===== config.mk =====
export PLATFORM = sky130hd
export DESIGN_NAME = hdlc_tx_framer
export DESIGN_NICKNAME = d
export VERILOG_FILES = /design/src/rtl/hdlc_tx_framer.sv
export SDC_FILE = /design/constraint.sdc
export NUM_CORES = 1
export LEC_CHECK = 0
export CAP_MARGIN = 5
export CELL_PAD_IN_SITES_DETAIL_PLACEMENT = 1
export CELL_PAD_IN_SITES_GLOBAL_PLACEMENT = 2
export CORE_ASPECT_RATIO = 0.5
export CORE_UTILIZATION = 35
export CTS_BUF_LIST = sky130_fd_sc_hd__clkbuf_8
export CTS_CLUSTER_DIAMETER = 50
export DETAILED_ROUTE_END_ITERATION = 7
export GPL_ROUTABILITY_DRIVEN = 0
export PLACE_DENSITY_LB_ADDON = 0.1
export SLEW_MARGIN = 15
export SYNTH_ARGS = -nofsm -noshare
export SYNTH_HDL_FRONTEND = slang
export SYNTH_SLANG_ARGS = --single-unit

===== constraint.sdc =====
create_clock -name Clk -period 3 [get_ports Clk]
set_input_delay 0.9 -clock Clk [delete_from_list [all_inputs] [get_ports Clk]]
set_output_delay 0.9 -clock Clk [all_outputs]
set_load 0.01 [all_outputs]

===== src/rtl/hdlc_tx_framer.sv =====
// Bit-serial HDLC transmit framer: opening flag, zero-stuffed data, optional FCS-16, closing flag.
// Define HDLC_TX_FCS_EN to append the CRC-16-CCITT frame check sequence.
module hdlc_tx_framer #(
  parameter int MAX_BYTES = 126
) (
  input  logic       Clk,
  input  logic       Rst,
  input  logic       Tx_Enable,
  input  logic       Tx_AbortFrame,
  input  logic [7:0] Tx_FrameSize,
  input  logic [7:0] Tx_Data,
  output logic       Tx_RdBuff,
  output logic       Tx,
  output logic       Tx_ValidFrame,
  output logic       Tx_Done,
  output logic       Tx_AbortedTrans
);
  localparam logic [7:0] FLAG = 8'h7E;

  typedef enum logic [2:0] {
    IDLE, START_FLAG, DATA,
`ifdef HDLC_TX_FCS_EN
    FCS,
`endif
    END_FLAG, ABORT
  } state_t;

  state_t     state_reg, state_next;
  logic [2:0] bit_cnt_reg, bit_cnt_next;
  logic [2:0] ones_reg, ones_next;
  logic [7:0] shift_reg, shift_next;
  logic [7:0] hold_reg;
  logic [7:0] fetch_left_reg, fetch_left_next;
  logic       have_next_reg, have_next_next;
  logic       tail_reg, tail_next;
  logic       done_reg, done_next;
  logic       aborted_reg, aborted_next;
  logic       rd_d_reg;
`ifdef HDLC_TX_FCS_EN
  logic [15:0] crc_reg, crc_next;
  logic        fcs_hi_reg, fcs_hi_next;
`endif

  logic       stuff, tx_bit, rd, to_end, abortable;
  logic [7:0] next_byte, size_clamped;

  assign size_clamped = (Tx_FrameSize > 8'(MAX_BYTES)) ? 8'(MAX_BYTES) : Tx_FrameSize;
  // The fetched byte arrives one cycle after the strobe; if a stuffed zero delays
  // the wrap, the byte is taken from the holding register instead.
  assign next_byte = rd_d_reg ? Tx_Data : hold_reg;

  always_comb begin
    state_next      = state_reg;
    bit_cnt_next    = bit_cnt_reg;
    ones_next       = ones_reg;
    shift_next      = shift_reg;
    tail_next       = tail_reg;
    done_next       = 1'b0;
    aborted_next    = aborted_reg;
    to_end          = 1'b0;
    tx_bit          = 1'b1;
    abortable       = 1'b0;
`ifdef HDLC_TX_FCS_EN
    crc_next        = crc_reg;
    fcs_hi_next     = fcs_hi_reg;
    stuff           = ((state_reg == DATA) || (state_reg == FCS)) && (ones_reg == 3'd5);
`else
    stuff           = (state_reg == DATA) && (ones_reg == 3'd5);
`endif

    case (state_reg)
      START_FLAG, END_FLAG: tx_bit = FLAG[bit_cnt_reg];
      DATA:                 tx_bit = shift_reg[bit_cnt_reg];
`ifdef HDLC_TX_FCS_EN
      FCS:                  tx_bit = crc_reg[{fcs_hi_reg, bit_cnt_reg}];
`endif
      ABORT:                tx_bit = (bit_cnt_reg != 3'd0);
      default:              tx_bit = 1'b1;
    endcase

    rd = ((state_reg == START_FLAG) || (state_reg == DATA)) && (bit_cnt_reg == 3'd6) &&
         !stuff && (fetch_left_reg != 8'd0);
    fetch_left_next = fetch_left_reg - {7'd0, rd};
    have_next_next  = have_next_reg | rd;

`ifdef HDLC_TX_FCS_EN
    abortable = (state_reg == START_FLAG) || (state_reg == DATA) || (state_reg == FCS);
`else
    abortable = (state_reg == START_FLAG) || (state_reg == DATA);
`endif

    if (abortable && Tx_AbortFrame) begin
      state_next      = ABORT;
      bit_cnt_next    = 3'd0;
      ones_next       = 3'd0;
      tail_next       = 1'b0;
      have_next_next  = 1'b0;
      fetch_left_next = 8'd0;
      aborted_next    = 1'b1;
    end else if (stuff) begin
      // Inserted zero: bit counter and CRC hold, ones run restarts.
      ones_next = 3'd0;
      if (tail_reg) begin
        state_next   = END_FLAG;
        bit_cnt_next = 3'd0;
        tail_next    = 1'b0;
      end
    end else begin
      case (state_reg)
        IDLE: begin
          if (Tx_Enable) begin
            state_next      = START_FLAG;
            bit_cnt_next    = 3'd0;
            ones_next       = 3'd0;
            tail_next       = 1'b0;
            have_next_next  = 1'b0;
            fetch_left_next = size_clamped;
            aborted_next    = 1'b0;
`ifdef HDLC_TX_FCS_EN
            crc_next        = 16'h0000;
            fcs_hi_next     = 1'b0;
`endif
          end
        end
        START_FLAG: begin
          bit_cnt_next = bit_cnt_reg + 3'd1;
          ones_next    = 3'd0;
          if (bit_cnt_reg == 3'd7) begin
            have_next_next = 1'b0;
            if (have_next_reg) begin
              state_next = DATA;
              shift_next = next_byte;
            end else begin
`ifdef HDLC_TX_FCS_EN
              state_next = FCS;
`else
              state_next = END_FLAG;
`endif
            end
          end
        end
        DATA: begin
          bit_cnt_next = bit_cnt_reg + 3'd1;
          ones_next    = tx_bit ? ones_reg + 3'd1 : 3'd0;
`ifdef HDLC_TX_FCS_EN
          crc_next = {1'b0, crc_reg[15:1]} ^ ((crc_reg[0] ^ tx_bit) ? 16'h8408 : 16'h0000);
`endif
          if (bit_cnt_reg == 3'd7) begin
            have_next_next = 1'b0;
            if (have_next_reg) begin
              shift_next = next_byte;
            end else begin
`ifdef HDLC_TX_FCS_EN
              state_next  = FCS;
              fcs_hi_next = 1'b0;
`else
              to_end = 1'b1;
`endif
            end
          end
        end
`ifdef HDLC_TX_FCS_EN
        FCS: begin
          bit_cnt_next = bit_cnt_reg + 3'd1;
          ones_next    = tx_bit ? ones_reg + 3'd1 : 3'd0;
          if (bit_cnt_reg == 3'd7) begin
            fcs_hi_next = 1'b1;
            to_end      = fcs_hi_reg;
          end
        end
`endif
        END_FLAG: begin
          bit_cnt_next = bit_cnt_reg + 3'd1;
          if (bit_cnt_reg == 3'd7) begin
            state_next = IDLE;
            done_next  = 1'b1;
          end
        end
        ABORT: begin
          bit_cnt_next = bit_cnt_reg + 3'd1;
          if (bit_cnt_reg == 3'd7) state_next = IDLE;
        end
        default: state_next = IDLE;
      endcase

      // A field ending on a fifth one gets its stuffed zero before the closing flag.
      if (to_end) begin
        if (tx_bit && (ones_reg == 3'd4)) tail_next = 1'b1;
        else                              state_next = END_FLAG;
      end
    end
  end

  always_ff @(posedge Clk) begin
    if (Rst) begin
      state_reg      <= IDLE;
      bit_cnt_reg    <= 3'd0;
      ones_reg       <= 3'd0;
      shift_reg      <= 8'd0;
      hold_reg       <= 8'd0;
      fetch_left_reg <= 8'd0;
      have_next_reg  <= 1'b0;
      tail_reg       <= 1'b0;
      done_reg       <= 1'b0;
      aborted_reg    <= 1'b0;
      rd_d_reg       <= 1'b0;
`ifdef HDLC_TX_FCS_EN
      crc_reg        <= 16'h0000;
      fcs_hi_reg     <= 1'b0;
`endif
    end else begin
      state_reg      <= state_next;
      bit_cnt_reg    <= bit_cnt_next;
      ones_reg       <= ones_next;
      shift_reg      <= shift_next;
      fetch_left_reg <= fetch_left_next;
      have_next_reg  <= have_next_next;
      tail_reg       <= tail_next;
      done_reg       <= done_next;
      aborted_reg    <= aborted_next;
      rd_d_reg       <= rd;
      if (rd_d_reg) hold_reg <= Tx_Data;
`ifdef HDLC_TX_FCS_EN
      crc_reg        <= crc_next;
      fcs_hi_reg     <= fcs_hi_next;
`endif
    end
  end

  assign Tx              = stuff ? 1'b0 : tx_bit;
  assign Tx_RdBuff       = rd;
  assign Tx_ValidFrame   = (state_reg != IDLE);
  assign Tx_Done         = done_reg;
  assign Tx_AbortedTrans = aborted_reg;

endmodule


======== Word level (Yosys, flattened, before mapping) ========
Memory sizes are Yosys's and may differ from the RTL's. A register that Yosys moved wholly into a read port is not among the register bits.
Cells that the tools add are included.
cells by class
  add/sub/neg operators ................... 3
  magnitude comparators ................... 2
  equality and inequality tests ........... 13
  mux-type cells .......................... 46
  bitwise operators ....................... 4
  reductions and logical operators ........ 27
operators by type and width
  operator                                                        number
  2-to-1 mux 3 bit                                                14
  2-to-1 mux 8 bit                                                5
  2-to-1 mux 1 bit                                                21
  == test 3 bit (second input constant)                           5
  one-hot mux 3 bit (4 select lines)                              1
  nonzero test 3 bit                                              4
  one-hot mux 3 bit (3 select lines)                              1
  greater-than comparator 8 x 7 -> 1 bit (second input constant)  1
  nonzero test 8 bit                                              1
  OR reduction 2 bit                                              4
  OR reduction 4 bit                                              2
  subtractor 8 x 1 -> 8 bit                                       1
  adder 3 x 1 -> 3 bit (second input constant)                    2
  == test 3 x 2 -> 1 bit (second input constant)                  2
  logical AND 1 bit                                               6
  one-hot mux 3 bit (2 select lines)                              1
  AND reduction 3 bit                                             2
  AND reduction 5 bit                                             1
  less-than comparator 3 x 4 -> 1 bit (second input constant)     1
  inequality test 2 bit (second input constant)                   2
  nonzero test 2 bit                                              2
  binary-select mux 1 bit (select 3 bit)                          1
  == test 3 x 1 -> 1 bit (second input constant)                  1
  zero test 3 bit                                                 1
  other kinds (11)                                                13
storage, ports and cells
  flip-flop bits (word level) ............. 38
  ROM bits ................................ 8
  input port bits ......................... 20
  output and inout bits ................... 5
  logic and storage cells ................. 108
  memories kept ........................... 1
memory list
  name              words  width  read ports  clocked after memory_dff  wr ports  RTL line  source
  (name not given)  8      1      1           1                         0         72        START_FLAG, END_FLAG: tx_bit = FLAG[bit_cnt_reg];

======== Depth between registers and ports, before layout ========
Gate-level depths: netlist (run 1).
  depth in word-level cells ............... 9
  depth in mapped cells ................... 13
  gate-level depth less buffers ........... 13

======== Worst setup path after synthesis (run 1) ========
No wires, ideal clock.
  path kind ............................... register to output
  start ................................... register bit_cnt_reg[1]
  end ..................................... output Tx
  data arrival time ....................... 1.453 ns
  data required time ...................... 2.100 ns
  path slack .............................. 0.647 ns
  cell stages (with the launch flop) ...... 7
  path buffers ............................ 1
  path through ............................ dfxtp_1 > buf_2 > mux2_1 > o22ai_1 > nor4_4 > nor3_1 > nor2_1
between the ends
  longest elaborated chain between the ends .. 4
  elaborated cells on any way between the ends .. 5
  classes of those cells .................. mux (4); reduce/logical (1)
ends and longest elaborated chain
  element                                 RTL line  source
  start, declared                         29        logic [2:0] bit_cnt_reg, bit_cnt_next;
  start signal, assigned                  213       bit_cnt_reg <= bit_cnt_next;
  binary-select mux 1 bit (select 3 bit)  73        DATA: tx_bit = shift_reg[bit_cnt_reg];
  2-to-1 mux 1 bit (not written as such)  73
  one-hot mux 1 bit (3 select lines) (*)  71        case (state_reg)
  2-to-1 mux 1 bit (*)                    230       assign Tx = stuff ? 1'b0 : tx_bit;
  end, declared                           13        output logic Tx,
Mark *: on every way between the ends. The rest lies on a longest branch, timed or not. The select of a mux whose other input is x is not followed.

======== Final worst setup path (run 1) ========
  start ................................... register state_reg[1]
  end ..................................... output Tx_RdBuff
between the ends
  longest elaborated chain between the ends .. 5
  elaborated cells on any way between the ends .. 8
  classes of those cells .................. eq/ne (2); reduce/logical (6)
ends and longest elaborated chain
  element                                                                  RTL line  source
  start, declared                                                          28        state_t state_reg, state_next;
  start signal, assigned                                                   212       state_reg <= state_next;
  == test 3 x 1 -> 1 bit / == test 3 x 2 -> 1 bit (equally long branches)  81, 68
  logical OR 1 bit / logical AND 1 bit (equally long branches)             81, 68
  logical AND 1 bit / zero test 1 bit (equally long branches)              81, 82
  logical AND 1 bit (*)                                                    81        rd = ((state_reg == START_FLAG) || (state_reg == DATA)) && (bit_cnt_reg == 3'd6) &&
  logical AND 1 bit (*)                                                    82        !stuff && (fetch_left_reg != 8'd0);
  end, declared                                                            12        output logic Tx_RdBuff,
Mark *: on every way between the ends. The rest lies on a longest branch, timed or not.

==> impl_metrics.tcl, run 1 <==
set metrics [dict create \
    status "finished clean" \
    drt_first_iter_violations 42 \
    power.ir.vdd_worst_uv 245 \
    cts_buffer_depth 2 \
    first_global_vias 1793 \
    portBuffers 24 \
    final_cycle_utilization_of_the_critical_path_pct 93.3 \
    critPathLaunchType "register" \
    multiInputGateArea_um2 1230 \
    cts.reportedPaths.clkPinSlew_ns 0.09 \
    synth.avg_cell_area_um2 8.79 \
    n_diodes 0 \
    worstMarginPinSlew_ns 0.498 \
    timing.final.setup_violations 0 \
    globalRouteOverflowTotal 0 \
    ios 25 \
    finalWorstPathRequiredPeriod_ns 2.80 \
    cts_max_level 2 \
    critical_path_arrival_ns 1.90 \
    place_worst_setup_slack_ns 0.0803 \
    holdWs_ns 0.510 \
    final_layout_size_suffix_gt1_share_pct 14.2 \
    final.setup.worst_slack_ns 0.200 \
    via_per_inst 5.31 \
    synth_enable_flop_cells 0 \
    grtUsageTotal_pct 18.0 \
    grt_first_pass_wirelength_um 8780 \
    dp_hpwl_um 3970 \
    combinational_fraction_of_design_power_pct 20.4 \
    critical_path.endpoint_type "output port" \
    dieArea_um2 6210 \
    worst_path_largest_cell_delay_ns 0.33 \
    layout.cells.most_common "dfxtp_1" \
    synth_sequential_area_ratio_pct 38.0 \
    power.density_nw_per_um2 500 \
    timing.hold.worst.class "reg -> reg" \
    crit_slowest_cell "dfxtp_1" \
    layout_common_cells "dfxtp_1 (36), nor2_1 (35), clkdlybuf4s50_1 (22), nand2_1 (17), nor3_1 (13)" \
    remaining_drc_errors 0 \
    final_core_utilization_pct 46.8 \
    flow.area_growth_from_synthesis_pct 26.5 \
    worst_path_dominant_cell_family "buffers and inverters" \
    insertion_delay_of_the_later_clocked_pin_in_the_worst_skew_pair_ns 0.30 \
    dieHeight_um 56.2 \
    net-switching-power_mw 0.384 \
    leakagePower_nw 0.907 \
    area.sequential_um2 790 \
    worst-path-max-fanout 14 \
    initial_utilization_pct 37.0 \
    cts.sinks 39 \
    final_hold_viol_count 0 \
    cts-buffers-inserted 5 \
    timing.fmax_mhz 357 \
    final-max-slew-violation-count 0 \
    critPathRequiredTime_ns 2.10 \
    asyncSetResetFlopFracSynth_pct 0 \
    synthesis.yosys.warnings 0 \
    timing.max_slew.rel_slack_pct 66.7 \
    row_count 19 \
    seqPwrFrac_pct 43.6 \
    ant_nets 0 \
    synth-seq-cells 39 \
    netSwitchingFraction_pct 29.5 \
    cp_cell_sequence "buf_4 > and2b_1 > a21oi_1 > nor2_1 > nand4_1 > inv_1 > dlygate4sd2_1" \
    cts_root_buffer "clkbuf_8" \
    finalClockSkew_ns 0.00812 \
    cts_hold_repair.buffers 0 \
    netlist_instances 234 \
    grt_antenna_before_repair 0 \
    drt_pre_antenna_iters 4 \
    num_vias 1805 \
    postSynth.topFlopCell "dfxtp_1" \
    fp.coreArea_um2 5560 \
    rsz0062_at_grt "false" \
    n_fill_cell 650 \
    grt_start_max_net_pins 21 \
    mappedNetlistNets 263 \
    nNetsFinal 295 \
    synth.lib_cells_used.distinct 50 \
    path_class "reg -> out" \
    die_w_um 110 \
    crit_buf_inv 3 \
    route.final.wire_length_um 5240 \
    clkPwrFrac_pct 36.0 \
    routedWlPerCell_um 15.4 \
    tritoncts "done" \
    netlist_area_um2 2060 \
    internal-power_mw 0.917 \
    maxCapViolations 0 \
]
==> stage by stage <==
step                setup TNS, ns  area (um^2)  power (mW)  std cells
finish                          0         2600        1.30        340
global route                    0         2600        1.37        340
CTS                       -0.0454         2580        1.31        339
detailed placement              0         2410       0.833        330
global placement                0         2410       0.830        330
floorplan                       0         2060       0.736        234
==> power groups by stage <==
| stage | Combinational [mW] | Sequential, mW | Clock [mW] |
|---|---|---|---|
| after global placement | 0.254 | 0.575 | 0 |
| after CTS | 0.262 | 0.568 | 0.482 |
| after floorplan | 0.160 | 0.576 | 0 |
| after detailed placement | 0.255 | 0.578 | 0 |
| after global routing | 0.294 | 0.571 | 0.505 |
| final | 0.266 | 0.567 | 0.468 |
==> final timing paths <==
kind                                   start                 to  slack [ns]  cells after the start
worst min-delay path             hold_reg[5]        hold_reg[5]        0.51                      2
worst max register to register  state_reg[1]  fetch_left_reg[5]        0.51                     11
worst min register to register   hold_reg[5]        hold_reg[5]        0.51                      2
worst max-delay path            state_reg[1]          Tx_RdBuff        0.20                      7
==> synthesized netlist by cell type (2+ instances only) <==
cell | n | area (um^2)
a2111oi_2 | 2 | 30.0
a211oi_1 | 12 | 90.1
a211oi_2 | 2 | 25.0
a21o_1 | 2 | 15.0
a21oi_1 | 10 | 50.1
a22oi_1 | 2 | 15.0
a311oi_1 | 3 | 26.3
and2_1 | 2 | 12.5
buf_2 | 4 | 20.0
clkbuf_1 | 6 | 22.5
dfxtp_1 | 39 | 781
ha_1 | 9 | 113
inv_1 | 11 | 41.3
mux2i_1 | 8 | 80.1
nand2_1 | 17 | 63.8
nand2b_1 | 4 | 25.0
nand3b_1 | 2 | 15.0
nand4_1 | 3 | 18.8
nor2_1 | 35 | 131
nor2b_1 | 4 | 25.0
nor3_1 | 13 | 65.1
nor3b_1 | 3 | 22.5
nor4_1 | 3 | 18.8
nor4_4 | 2 | 42.5
o211ai_1 | 2 | 15.0
o21ai_1 | 2 | 10.0
o22ai_1 | 2 | 12.5
o31ai_1 | 2 | 15.0
or2_1 | 3 | 18.8
xnor2_1 | 3 | 26.3
xor2_1 | 3 | 26.3
==> what timing repair did <==
action                     CTS  global route
pin swaps                    2             2
buffers inserted             1             1
resized for setup            9             5
gates cloned                 0             0
setup endpoints to repair    2             1
==> routing by layer <==
metal	vias to the layer above	share of wire, %	track usage, %
li1	911	-	-
met1	866	53	25.5
met2	23	44	27.7
met3	5	2.5	4.03
met4	0	0.61	4.57
met5	-	0	0
==> worst reg2reg max path, delay by kind of cell (launching register included) <==
kind | cells | cell delay (ns)
buf+inv | 2 | 0.29
simple gates | 5 | 1.11
flops | 1 | 0.33
fa+ha+maj | 1 | 0.18
compound gates | 2 | 0.34
xor+xnor | 1 | 0.16
==> logic make-up (layout without fill, tap and decap cells) <==
kind of cell | Yosys count | in the layout | synth area share, %
simple gates | 97 | 97 | 25.1
compound gates | 50 | 50 | 19.3
flops | 39 | 39 | 38.0
buf+inv | 23 | 56 | 4.62
mux | 10 | 10 | 4.99
fa+ha+maj | 9 | 9 | 5.47
xor+xnor | 6 | 6 | 2.56
==> area by class of cell <==
class | instances | area share (%)
multi-input combinational | 172 | 47.3
sequential | 39 | 30.3
inverter | 12 | 1.73
timing repair buffer | 36 | 12.6
tap | 73 | 3.51
clock buffer | 5 | 2.64
clock inverter | 3 | 1.83
(Power assumes the default switching activity.)
==> run 2: changes to the inputs <==
Settings changed: CAP_MARGIN 5 to 40.
==> results of run 2 <==
The final DEF is identical to that of run 1; final timing and power are the same.
==> run 3: changes to the inputs <==
Settings changed: MAX_ROUTING_LAYER set to met4.
==> impl_metrics.tcl, run 3 (synthesis gave the netlist of run 1 again) <==
set metrics [dict create \
    total_power_mw 1.30 \
    worstMarginPinSlew_ns 0.500 \
    die_w_um 110 \
    critPathLaunchType "register" \
    status "finished clean" \
    final_hold_viol_count 0 \
    dieHeight_um 56.2 \
    ios 25 \
    cp-startpoint "state_reg[1]" \
    routedWlPerCell_um 15.5 \
    num_vias 1807 \
    drt_first_iter_violations 47 \
    timing.hold.worst.class "reg -> reg" \
    final_cycle_utilization_of_the_critical_path_pct 93.3 \
    dp_hpwl_um 3970 \
    globalRouteOverflowTotal 0 \
    grt_start_max_net_pins 21 \
    timing.fmax_mhz 357 \
    tritoncts "done" \
    path_class "reg -> out" \
    cp_cell_sequence "buf_4 > and2b_1 > a21oi_1 > nor2_1 > nand4_1 > inv_1 > dlygate4sd2_1" \
    worst-path-max-fanout 14 \
    portBuffers 24 \
    timing.critical_path.depth 7 \
    critPathRequiredTime_ns 2.10 \
    critical_path.endpoint_type "output port" \
    min-delay-start "hold_reg[5]" \
    drt_pre_antenna_iters 4 \
    grt_first_pass_wirelength_um 8790 \
    rsz0062_at_grt "false" \
    leakagePower_nw 0.907 \
    grt_antenna_before_repair 0 \
    initial_utilization_pct 37.0 \
    insertion_delay_of_the_later_clocked_pin_in_the_worst_skew_pair_ns 0.30 \
    layout_common_cells "dfxtp_1 (36), nor2_1 (35), clkdlybuf4s50_1 (22), nand2_1 (17), nor3_1 (13)" \
    area.sequential_um2 790 \
    r2r_start "state_reg[1]" \
    place_inst 330 \
    power.density_nw_per_um2 500 \
    timing.max_slew.rel_slack_pct 66.6 \
    finalWorstPathRequiredPeriod_ns 2.80 \
    first_global_vias 1792 \
    cts_root_buffer "clkbuf_8" \
    crit_slowest_cell "dfxtp_1" \
    cts.reportedPaths.clkPinSlew_ns 0.09 \
    holdPathStages 2 \
    row_count 19 \
    holdWs_ns 0.510 \
    cts_hold_repair.buffers 0 \
    nNetsFinal 295 \
    flow.area_growth_from_synthesis_pct 26.5 \
    cts.sinks 39 \
    maxCapViolations 0 \
    critical_path_arrival_ns 1.90 \
    via_per_inst 5.31 \
    final-max-slew-violation-count 0 \
    grtUsageTotal_pct 18.5 \
    cts_buffer_depth 2 \
    timing.final.setup_violations 0 \
    remaining_drc_errors 0 \
    power.ir.vdd_worst_uv 245 \
    n_fill_cell 650 \
    fp.coreArea_um2 5560 \
    n_diodes 0 \
    finish.cell_count_without_fillers 340 \
    layout.cells.most_common "dfxtp_1" \
    dieArea_um2 6210 \
    finalClockSkew_ns 0.00829 \
    final_layout_size_suffix_gt1_share_pct 14.2 \
    cts_max_level 2 \
    ant_nets 0 \
    worst_path_largest_cell_delay_ns 0.33 \
    crit_buf_inv 3 \
    worst_path_dominant_cell_family "buffers and inverters" \
    route.final.wire_length_um 5260 \
    cts-buffers-inserted 5 \
    r2r.worst_path.cells 11 \
    multiInputGateArea_um2 1230 \
]
## run 3: repair_timing
action	4_1_cts	5_1_grt
resized for setup	9	5
buffers inserted	1	1
endpoints found under the setup margin	2	1
pin swaps	2	2
## run 3: where the power goes
group          internal [mW]  switching [mW]  total (mW)
Sequential             0.542          0.0246       0.567
Clock                  0.252           0.215       0.467
Combinational          0.122           0.144       0.266
Total                  0.917           0.384        1.30
## run 3: per-layer routing
layer / global-route usage (%) / wire [um] / up-vias
li1: - / - / 912
met1: 25.5 / 2770 / 867
met2: 27.7 / 2320 / 23
met3: 4.03 / 134 / 5
met4: 4.57 / 32 / 0
met5: - / 0 / -
## run 3: worst paths after layout
check | to | slack (ns)
hold reg to reg | hold_reg[5] | 0.51
setup reg to reg | fetch_left_reg[5] | 0.50
hold / removal | hold_reg[5] | 0.51
setup / recovery | Tx_RdBuff | 0.20
## run 3: worst reg2reg max path: cells and delay by family, from the launching register on
family	cells	cell delay (ns)
adder cells (fa/ha/maj)	1	0.18
buffers and inverters	2	0.29
AO/OA/AOI/OAI	2	0.34
AND/OR/NAND/NOR	5	1.12
XOR/XNOR	1	0.16
flip-flops	1	0.33
## run 3: final cells by class
| type | instances | area share, % |
|---|---|---|
| Clock buffer | 5 | 2.64 |
| Sequential cell | 39 | 30.3 |
| Inverter | 12 | 1.73 |
| Tap cell | 73 | 3.51 |
| Clock inverter | 3 | 1.83 |
| Timing Repair Buffer | 36 | 12.6 |
| Multi-Input combinational cell | 172 | 47.3 |
## run 3: metrics by stage
step / cell area (um^2) / TNS (ns) / setup slack (ns) / util [%]
final: 2600 / 0 / 0.200 / 46.8
after global placement: 2410 / 0 / 0.128 / 43.4
after CTS: 2580 / -0.0454 / -0.0454 / 46.4
after global routing: 2600 / 0 / 0.0754 / 46.8
after floorplan: 2060 / 0 / 0.647 / -
after detailed placement: 2410 / 0 / 0.0803 / 43.4
